--- config.mk ---
export PLATFORM = sky130hd
export DESIGN_NAME = opcode_sequencer
export DESIGN_NICKNAME = d
export VERILOG_FILES = /design/src/rtl/opcode_sequencer.sv
export SDC_FILE = /design/constraint.sdc
export NUM_CORES = 1
export LEC_CHECK = 0
export ABC_AREA = 1
export CORE_MARGIN = 4
export CORE_UTILIZATION = 55
export DETAILED_ROUTE_END_ITERATION = 7
export PLACE_DENSITY = 0.79
export SYNTH_ARGS = -nofsm -noshare
export SYNTH_HDL_FRONTEND = slang
export SYNTH_SLANG_ARGS = --single-unit
--- constraint.sdc ---
create_clock -name clk -period 3.15 [get_ports clk]
set_input_delay 0.63 -clock clk [delete_from_list [all_inputs] [get_ports clk]]
set_output_delay 0.63 -clock clk [all_outputs]
set_load 0.05 [all_outputs]
--- src/rtl/opcode_sequencer.sv ---
// opcode_sequencer: holds a short program of 2-bit opcodes and issues them
// one per accepted valid/ready transfer to the control-word decoder.
// Supports looping back to address 0, abort via stop, a completion pulse,
// a write-error pulse and a wrapping 8-bit issue counter.
module opcode_sequencer #(
    parameter int DEPTH = 16,
    parameter int AW    = 4
) (
    input  logic          clk,
    input  logic          rst_n,
    input  logic          wr_en,
    input  logic [AW-1:0] wr_addr,
    input  logic [1:0]    wr_data,
    input  logic [AW-1:0] prog_last,
    input  logic          loop_en,
    input  logic          start,
    input  logic          stop,
    output logic [1:0]    op_out,
    output logic          op_valid,
    input  logic          op_ready,
    output logic [AW-1:0] pc,
    output logic          busy,
    output logic          done,
    output logic          wr_err,
    output logic [7:0]    issue_cnt
);

    typedef enum logic [1:0] {
        IDLE = 2'd0,
        RUN  = 2'd1,
        DONE = 2'd2
    } state_t;

    state_t        state, state_nxt;
    logic [1:0]    mem [DEPTH];
    logic [AW-1:0] last;
    logic          loop;
    logic          wr_err_q;
    logic          xfer;
    logic          at_last;

    assign xfer    = (state == RUN) && op_ready;
    assign at_last = (pc == last);

    // State register
    always_ff @(posedge clk or negedge rst_n) begin
        if (!rst_n) state <= IDLE;
        else        state <= state_nxt;
    end

    // Next-state: stop wins over finishing the program in the same cycle
    always_comb begin
        state_nxt = state;
        case (state)
            IDLE: if (start) state_nxt = RUN;
            RUN: begin
                if (stop)                          state_nxt = IDLE;
                else if (xfer && at_last && !loop) state_nxt = DONE;
            end
            DONE:    state_nxt = IDLE;
            default: state_nxt = IDLE;
        endcase
    end

    // Program counter, latched program bounds and issue counter
    always_ff @(posedge clk or negedge rst_n) begin
        if (!rst_n) begin
            pc        <= '0;
            last      <= '0;
            loop      <= 1'b0;
            issue_cnt <= 8'd0;
        end else begin
            case (state)
                IDLE: begin
                    if (start) begin
                        pc        <= '0;
                        last      <= prog_last;
                        loop      <= loop_en;
                        issue_cnt <= 8'd0;
                    end
                end
                RUN: begin
                    // a transfer coinciding with stop is still counted
                    if (xfer) issue_cnt <= issue_cnt + 8'd1;
                    if (stop)              pc <= '0;
                    else if (xfer) begin
                        if (!at_last)      pc <= pc + 1'b1;
                        else if (loop)     pc <= '0;
                    end
                end
                DONE:    pc <= '0;
                default: pc <= '0;
            endcase
        end
    end

    // Program memory: cleared on reset, writable only while idle
    always_ff @(posedge clk or negedge rst_n) begin
        if (!rst_n) begin
            for (int i = 0; i < DEPTH; i++) mem[i] <= 2'b00;
        end else if (wr_en && (state == IDLE)) begin
            mem[wr_addr] <= wr_data;
        end
    end

    // Flag writes attempted while a program is running or finishing
    always_ff @(posedge clk or negedge rst_n) begin
        if (!rst_n) wr_err_q <= 1'b0;
        else        wr_err_q <= wr_en && (state != IDLE);
    end

    assign op_valid = (state == RUN);
    assign busy     = (state == RUN);
    assign done     = (state == DONE);
    assign wr_err   = wr_err_q;
    assign op_out   = op_valid ? mem[pc] : 2'b00;

endmodule
==> results of run 1 <==
cells by family (layout without fill, tap and decap cells):
family | Yosys count | count (layout) | share of synthesized area (%)
xor gates and xnor gates | 7 | 7 | 2.22
buffers and inverters | 41 | 75 | 6.90
AOI/OAI and AO/OA | 56 | 56 | 10.3
DFF | 52 | 52 | 47.2
adders and majority gates | 2 | 2 | 0.908
and+or+nand+nor | 196 | 196 | 32.5
through the flow:
step	utilization [%]	cells	hold WS [ns]	total power, µW	area, µm²
2_1_floorplan	-	354	0.334	1820	2760
3_3_place_gp	65.1	447	0.471	2080	3110
3_5_place_dp	65.1	447	0.479	2100	3110
4_1_cts	67.0	455	0.194	2490	3210
5_1_grt	67.0	455	0.192	2670	3210
6_report	67.0	455	0.185	2480	3210
worst paths after layout:
check | depth (start not counted) | slack, ns | endpoint | from
max | 9 | 0.51 | op_out[1] | pc[0]$_DFFE_PN0P_
min | 1 | 0.19 | loop$_DFFE_PN0P_ | rst_n
max reg2reg | 11 | 1.45 | pc[3]$_DFFE_PN0P_ | pc[0]$_DFFE_PN0P_
min reg2reg | 2 | 0.50 | mem[20]$_DFFE_PN0P_ | mem[20]$_DFFE_PN0P_
max in group asynchronous | 2 | 2.18 | issue_cnt[6]$_DFFE_PN0P_ | rst_n
min in group clk | 2 | 0.50 | mem[20]$_DFFE_PN0P_ | mem[20]$_DFFE_PN0P_
routing by layer:
layer  GRT usage, %  routed length, µm  up-vias
met1           28.6               2780     1113
met5              0                  0        -
met2           37.3               2960       49
met4           6.47                 64        0
li1               -                  -     1206
met3           4.31                294        5
power breakdown:
part	internal, µW	switching [µW]	total, µW
sequential	895	161	1060
clock	179	218	397
combinational	353	674	1030
total	1430	1050	2480
placed cells by master, fill, tap and decap left out:
| cell | netlist | final |
|---|---|---|
| inv_4 | 1 | 1 |
| clkdlybuf4s50_1 | 0 | 31 |
| dfrtp_1 | 52 | 52 |
| clkinvlp_4 | 0 | 1 |
| nand3_1 | 21 | 21 |
| nor3_2 | 1 | 1 |
| xor2_1 | 4 | 4 |
| clkinv_1 | 1 | 1 |
| a21oi_1 | 6 | 6 |
| buf_4 | 2 | 4 |
| xnor2_1 | 3 | 3 |
| nand4_1 | 5 | 5 |
| inv_2 | 4 | 4 |
| clkbuf_8 | 0 | 6 |
| clkbuf_1 | 2 | 1 |
| o21ai_1 | 32 | 32 |
| inv_1 | 25 | 25 |
| nor2_4 | 2 | 2 |
| nand2_1 | 122 | 122 |
| nor3_1 | 4 | 4 |
| nand2_2 | 4 | 4 |
| a21oi_2 | 1 | 1 |
| nor2_1 | 28 | 28 |
| nand2_4 | 4 | 4 |
| o21ai_0 | 17 | 17 |
| and3_2 | 1 | 1 |
| nor3_4 | 4 | 4 |
| buf_2 | 3 | 1 |
| ha_1 | 2 | 2 |
registers in the layout, indices dropped and copies added (netlist names):
signal     cells
mem           32
issue_cnt      8
last           4
pc             4
state          2
loop           1
wr_err         1
cell type report:
cell class              count  area (µm²)
flip-flops and latches     52        1300
clock buffers               7        86.3
inverters                  31         119
repair buffers             36         345
fillers                   395        1580
clock inverters             1        7.51
multi-input cells         261        1260
well taps                  67        83.8
==> results by group, run 1 <==
Flow run
  – Max cap viols: 0

Routing
  – Via count: about 2400
  – DRT Pass-1 Iters: 4
  – DRT iter0 DRCs: 153
  – Wire per inst: 13.4 µm
  – Post-Route WL: 6100 µm
  – Vias per cell: 5.22
  – DRC violations left: 0
  – Antenna viol nets, final: 0

Floorplanning
  – Total core area: 0.00479 mm²
  – I/O pin total: 35
  – Initial core utilization: about 58%
  – Die width: 78.8 µm
  – Std-Cell Rows: 25
  – Full die area: 0.00621 mm²
  – Die Y: about 79 µm

Run status
  – Status: complete, no violations

Clocking
  – CTS root buf: clkbuf_8
  – Clock buffer depth: 2
  – CTS resizes: 0
  – CTS tree: built
  – TritonCTS buffer count: 5
  – Postcts setup bufs: 0
  – CTS Hold Bufs: 0
  – Worst-Skew Late Latency: 0.31 ns
  – CTS clk-pin slew, worst paths: about 0.09 ns
  – Num Clock Sinks: 52
  – H-tree depth: 2

STA
  – Setup Viol. Count Final: 0
  – Final Cycle Share: between 80% and 90%
  – RSZ-0062 raised after global routing: no
  – Minimum clock period: about 2.6 ns
  – Slew margin rel.: between 60% and 70%
  – Clock Skew: 0.00660 ns
  – Worst-Margin Slew: 0.523 ns
  – Slew Limit Fails: 0
  – Setup WS post-layout: 0.508 ns
  – Final Hold Fails: 0
  – Fmax: about 380 MHz
  – Final TNS setup: 0 ns

Global routing
  – Total GRT Usage: 22.0%
  – Antenna violations before repair: 0
  – Grt ovf: 0
  – Largest net degree at the start of global routing: between 40 and 50
  – First-pass GRT wire length: 10700 µm
  – Number of global-route vias before repair: 2266

Synth
  – Commonest cells in the netlist: nand2_1, dfrtp_1, o21ai_1
  – Predominant post-synthesis flop cell: dfrtp_1
  – Mapped Area: between 0.002 and 0.003 mm²
  – Synthesis-stage register bit count: 52
  – Cell accounting for the most synthesized area: dfrtp_1
  – Top-count cell post-synth: nand2_1
  – Seq/Total Area, Yosys: 47.2%
  – Fraction of registers with async set/reset: 100%
  – Top cells by area, synth: dfrtp_1, nand2_1, o21ai_1, nand3_1, nor2_1
  – Yosys cell types: 27
  – Synth Instances: 354
  – Syn nets: ~370
  – Share of the synthesized area in the top cell type: 47.2%
  – Number of flops mapped to enable cells by yosys: 0
  – Ys Warns: 0
  – Syn avg cell area: between 7 and 8 µm²

Worst setup path
  – Crit-path max FO: 23
  – Worst Path Buf+Inv: 3
  – Most Frequent Cell on Critical Path: nand2_1
  – Top cell family by delay on the critical path: buffers and inverters
  – Slowest CP cell: dfrtp_1
  – Critical path capture point type: output pin
  – Req. time, crit path: 2.52 ns
  – Crit-path cells: buf_4, inv_2, nand2_1, nand2_1, nand2_1, nand3_1, nand3_1, a21oi_1, buf_4
  – CP Class: reg2out
  – Arrival time worst endpoint: 2.01 ns
  – Setup crit start kind: flop
  – Critical Path Max Stage Delay: 0.38 ns

Final layout
  – Final #Nets: around 400
  – Layout area overhead: 16.4%
  – Share of layout cells above drive strength 1: 8.76%
  – ANT cells: 0

Worst hold path
  – Hold Crit Class: in2async

Place
  – Port bufs: 34
  – Gp weighted congestion: 0.848
  – DP Wirelength: 4450 µm
  – Pre-CTS setup slack: 0.859 ns

Power and ir drop
  – Power Density: 773 mW/mm²
  – Worst vdd ir: 0.409 mV
  – Leak Pwr: 0.00151 µW
No activity file was read; power rests on OpenSTA's default activity.
==> inputs of run 2 (changes only) <==
Clock period 3.15 ns to 2.7 ns, I/O delays scaled along.
==> run 2 against run 1 <==
Net effect:
- worst hold slack worse by 0.057 ns
- sequential share of layout area decreased by 0.22 points
- utilization rose by 0.50 points
- flip-flop and latch count unchanged
- clock skew increased by 0.0011 ns
- combinational power grew 16%
- non-clock buffer count stayed put
- setup slack worse by 0.38 ns
- global-route usage is 0.85 points higher
- clock-buffer cell count up 1
- highest routed layer unchanged
==> results by group, run 2 (synthesis results as in run 1) <==
STA
  – Minimum clock period: 2.58 ns
  – RSZ-0062 raised after global routing: yes (was no)
  – Hold_ws: 0.129 ns (was 0.185 ns)
  – Worst-Margin Slew: 0.496 ns (was 0.523 ns)
  – Clock Skew: 0.00769 ns (was 0.00660 ns)
  – Final Cycle Share: 95.4%
  – Final Hold Fails: 0 (unchanged)
  – Setup Viol. Count Final: 0 (unchanged)
  – Slew Limit Fails: 0 (unchanged)
  – Fmax: between 300 and 400 MHz
  – Setup WS post-layout: 0.124 ns (was 0.508 ns)
  – Slew margin rel.: 66.8% (was 65.0%)

Place
  – DP Wirelength: 4580 µm (was 4450 µm)
  – Post-placement cell count: 447 (unchanged)
  – Pre-CTS setup slack: 0.344 ns (was 0.859 ns)
  – Port bufs: 34 (unchanged)
  – Gp weighted congestion: 0.939 (was 0.848)

Worst hold path
  – Hold Crit Class: in2async (unchanged)

Floorplanning
  – I/O pin total: 35 (unchanged)
  – Die Y: 78.8 µm (unchanged)
  – Std-Cell Rows: 25 (unchanged)
  – Die width: 78.8 µm (unchanged)
  – Initial core utilization: 57.6% (unchanged)
  – Total core area: 0.00479 mm² (unchanged)
  – Full die area: 0.00621 mm² (unchanged)

Worst setup path
  – Worst R2R Setup Slack: 1.01 ns (was 1.45 ns)
  – Critical path capture point type: output pin (unchanged)
  – Arrival time worst endpoint: 2.04 ns (was 2.01 ns)
  – R2R Path Start: pc[0]$_DFFE_PN0P_ (unchanged)
  – Critical Path Start: pc[0]$_DFFE_PN0P_ (unchanged)
  – Crit-path max FO: 23 (unchanged)
  – Setup crit start kind: flop (unchanged)
  – Reg2reg path depth: 10 (was 11)
  – Reg2Reg Capture Point: pc[2]$_DFFE_PN0P_ (was pc[3]$_DFFE_PN0P_)
  – CP Class: reg2out (unchanged)
  – Req. time, crit path: 2.16 ns (was 2.52 ns)

Final layout
  – Most common cell after layout, fill and taps aside: nand2_1 (unchanged)
  – Final #Nets: 406 (unchanged)
  – Layout area overhead: 17.2% (was 16.4%)
  – Max reg flops: 32 (unchanged)
  – Largest Register: mem (unchanged)
  – # fillers: 405 (was 395)
  – Layout Utilization: 67.5% (was 67.0%)
  – ANT cells: 0 (unchanged)
  – Commonest non-fill, non-tap cells in the layout: nand2_1, dfrtp_1, o21ai_1 (unchanged)
  – Largest regs: mem: 32 flops, issue_cnt: 8 flops (unchanged)
  – Layout Cells excl Fill: 455 (unchanged)
  – Share of layout cells above drive strength 1: 9.02% (was 8.76%)

Clocking
  – CTS resizes: 1 (was 0)
  – Clock buffer depth: 2 (unchanged)
  – Worst-Skew Late Latency: 0.31 ns (about the same)
  – CTS root buf: clkbuf_8 (unchanged)
  – Postcts setup bufs: 0 (unchanged)
  – TritonCTS buffer count: 5 (unchanged)
  – CTS Hold Bufs: 0 (unchanged)
  – CTS clk-pin slew, worst paths: 0.09 ns (about the same)
  – CTS tree: built (unchanged)
  – Num Clock Sinks: 52 (unchanged)
  – H-tree depth: 2 (unchanged)

Run status
  – Status: complete, no violations (unchanged)

Routing
  – Post-Route WL: 6210 µm (was 6100 µm)
  – DRT Pass-1 Iters: 5 (was 4)
  – DRC violations left: 0 (unchanged)
  – Antenna viol nets, final: 0 (unchanged)
  – Vias per cell: 5.27 (was 5.22)
  – DRT iter0 DRCs: 135 (was 153)
  – Wire per inst: 13.6 µm (was 13.4 µm)
  – Via count: 2398 (was 2373)

Power and ir drop
  – Leak Pwr: 0.00151 µW (about the same)
  – Power Density: 906 mW/mm² (was 773 mW/mm²)
  – Total power: 2930 µW (was 2480 µW)
  – Worst vdd ir: 0.437 mV (was 0.409 mV)

Global routing
  – First-pass GRT wire length: 11000 µm (was 10700 µm)
  – Total GRT Usage: 22.8% (was 22.0%)
  – Grt ovf: 0 (unchanged)
  – Largest net degree at the start of global routing: 24 (was 41)
  – Number of global-route vias before repair: 2306 (was 2266)
  – Antenna violations before repair: 0 (unchanged)

Flow run
  – Max cap viols: 0 (unchanged)
[run 2: cell types whose count changed in the layout (fill, tap and decap cells not counted), sizes merged]
cell	change
clkbuf	+1
clkinvlp	-1
[run 2: routing by layer]
| layer | wire, µm | part of all wire (%) | up-vias | GRT usage (%) |
|---|---|---|---|---|
| met3 | 428 | 6.9 | 9 | 5.67 |
| met2 | 3000 | 48 | 83 | 37.9 |
| met4 | 97 | 1.6 | 0 | 8.74 |
| li1 | - | - | 1200 | - |
| met5 | 0 | 0 | - | 0 |
| met1 | 2680 | 43 | 1106 | 28.7 |
[run 2: how the worst max path moves through the flow]
| stage | end | slack (ns) | cells past startpoint |
|---|---|---|---|
| 6_report | op_out[0] | 0.12 | 8 |
| 5_1_grt | op_out[0] | -0.02 | 8 |
| 4_1_cts | op_out[0] | 0.09 | 8 |
| 3_5_place_dp | op_out[0] | 0.34 | 8 |
| 3_3_place_gp | op_out[0] | 0.40 | 8 |
| 2_1_floorplan | op_out[0] | 0.04 | 8 |
[run 2: worst max-delay path: stages (launching register included)]
cell and delay [ns]:
dfrtp_2 0.57, inv_2 0.27, nand2_1 0.08, nand2_1 0.07, nand2_1 0.06, nand3_1 0.11, nand3_1 0.09, a21oi_1 0.29
buf_12 0.18
[run 2: stage by stage]
step	setup TNS [ns]	cell area (µm²)
after floorplan	0	2760
after global placement	0	3140
after detailed placement	0	3140
after CTS	0	3230
after global routing	-0.0240	3230
final	0	3230
[run 2: cell type report]
| cell class | count | area (µm²) | share of cell area (%) |
|---|---|---|---|
| Multi-Input combinational cell | 261 | 1260 | 39.1 |
| Inverter | 31 | 119 | 3.68 |
| Tap cell | 67 | 83.8 | 2.59 |
| Clock buffer | 8 | 90.1 | 2.79 |
| Sequential cell | 52 | 1300 | 40.3 |
| Timing Repair Buffer | 36 | 370 | 11.5 |
[run 2: report_power, final]
group / internal [µW] / leakage, µW / switching (µW)
Combinational: 440 / 0.000793 / 754
Clock: 209 / 0.0000455 / 245
Sequential: 1050 / 0.000676 / 231
Total: 1700 / 0.00151 / 1230
==> inputs of run 3 (changes only) <==
Settings changed: GPL_ROUTABILITY_DRIVEN from default to 0.
==> results of run 3 <==
Final layout, timing and power as in run 2 (identical DEF).
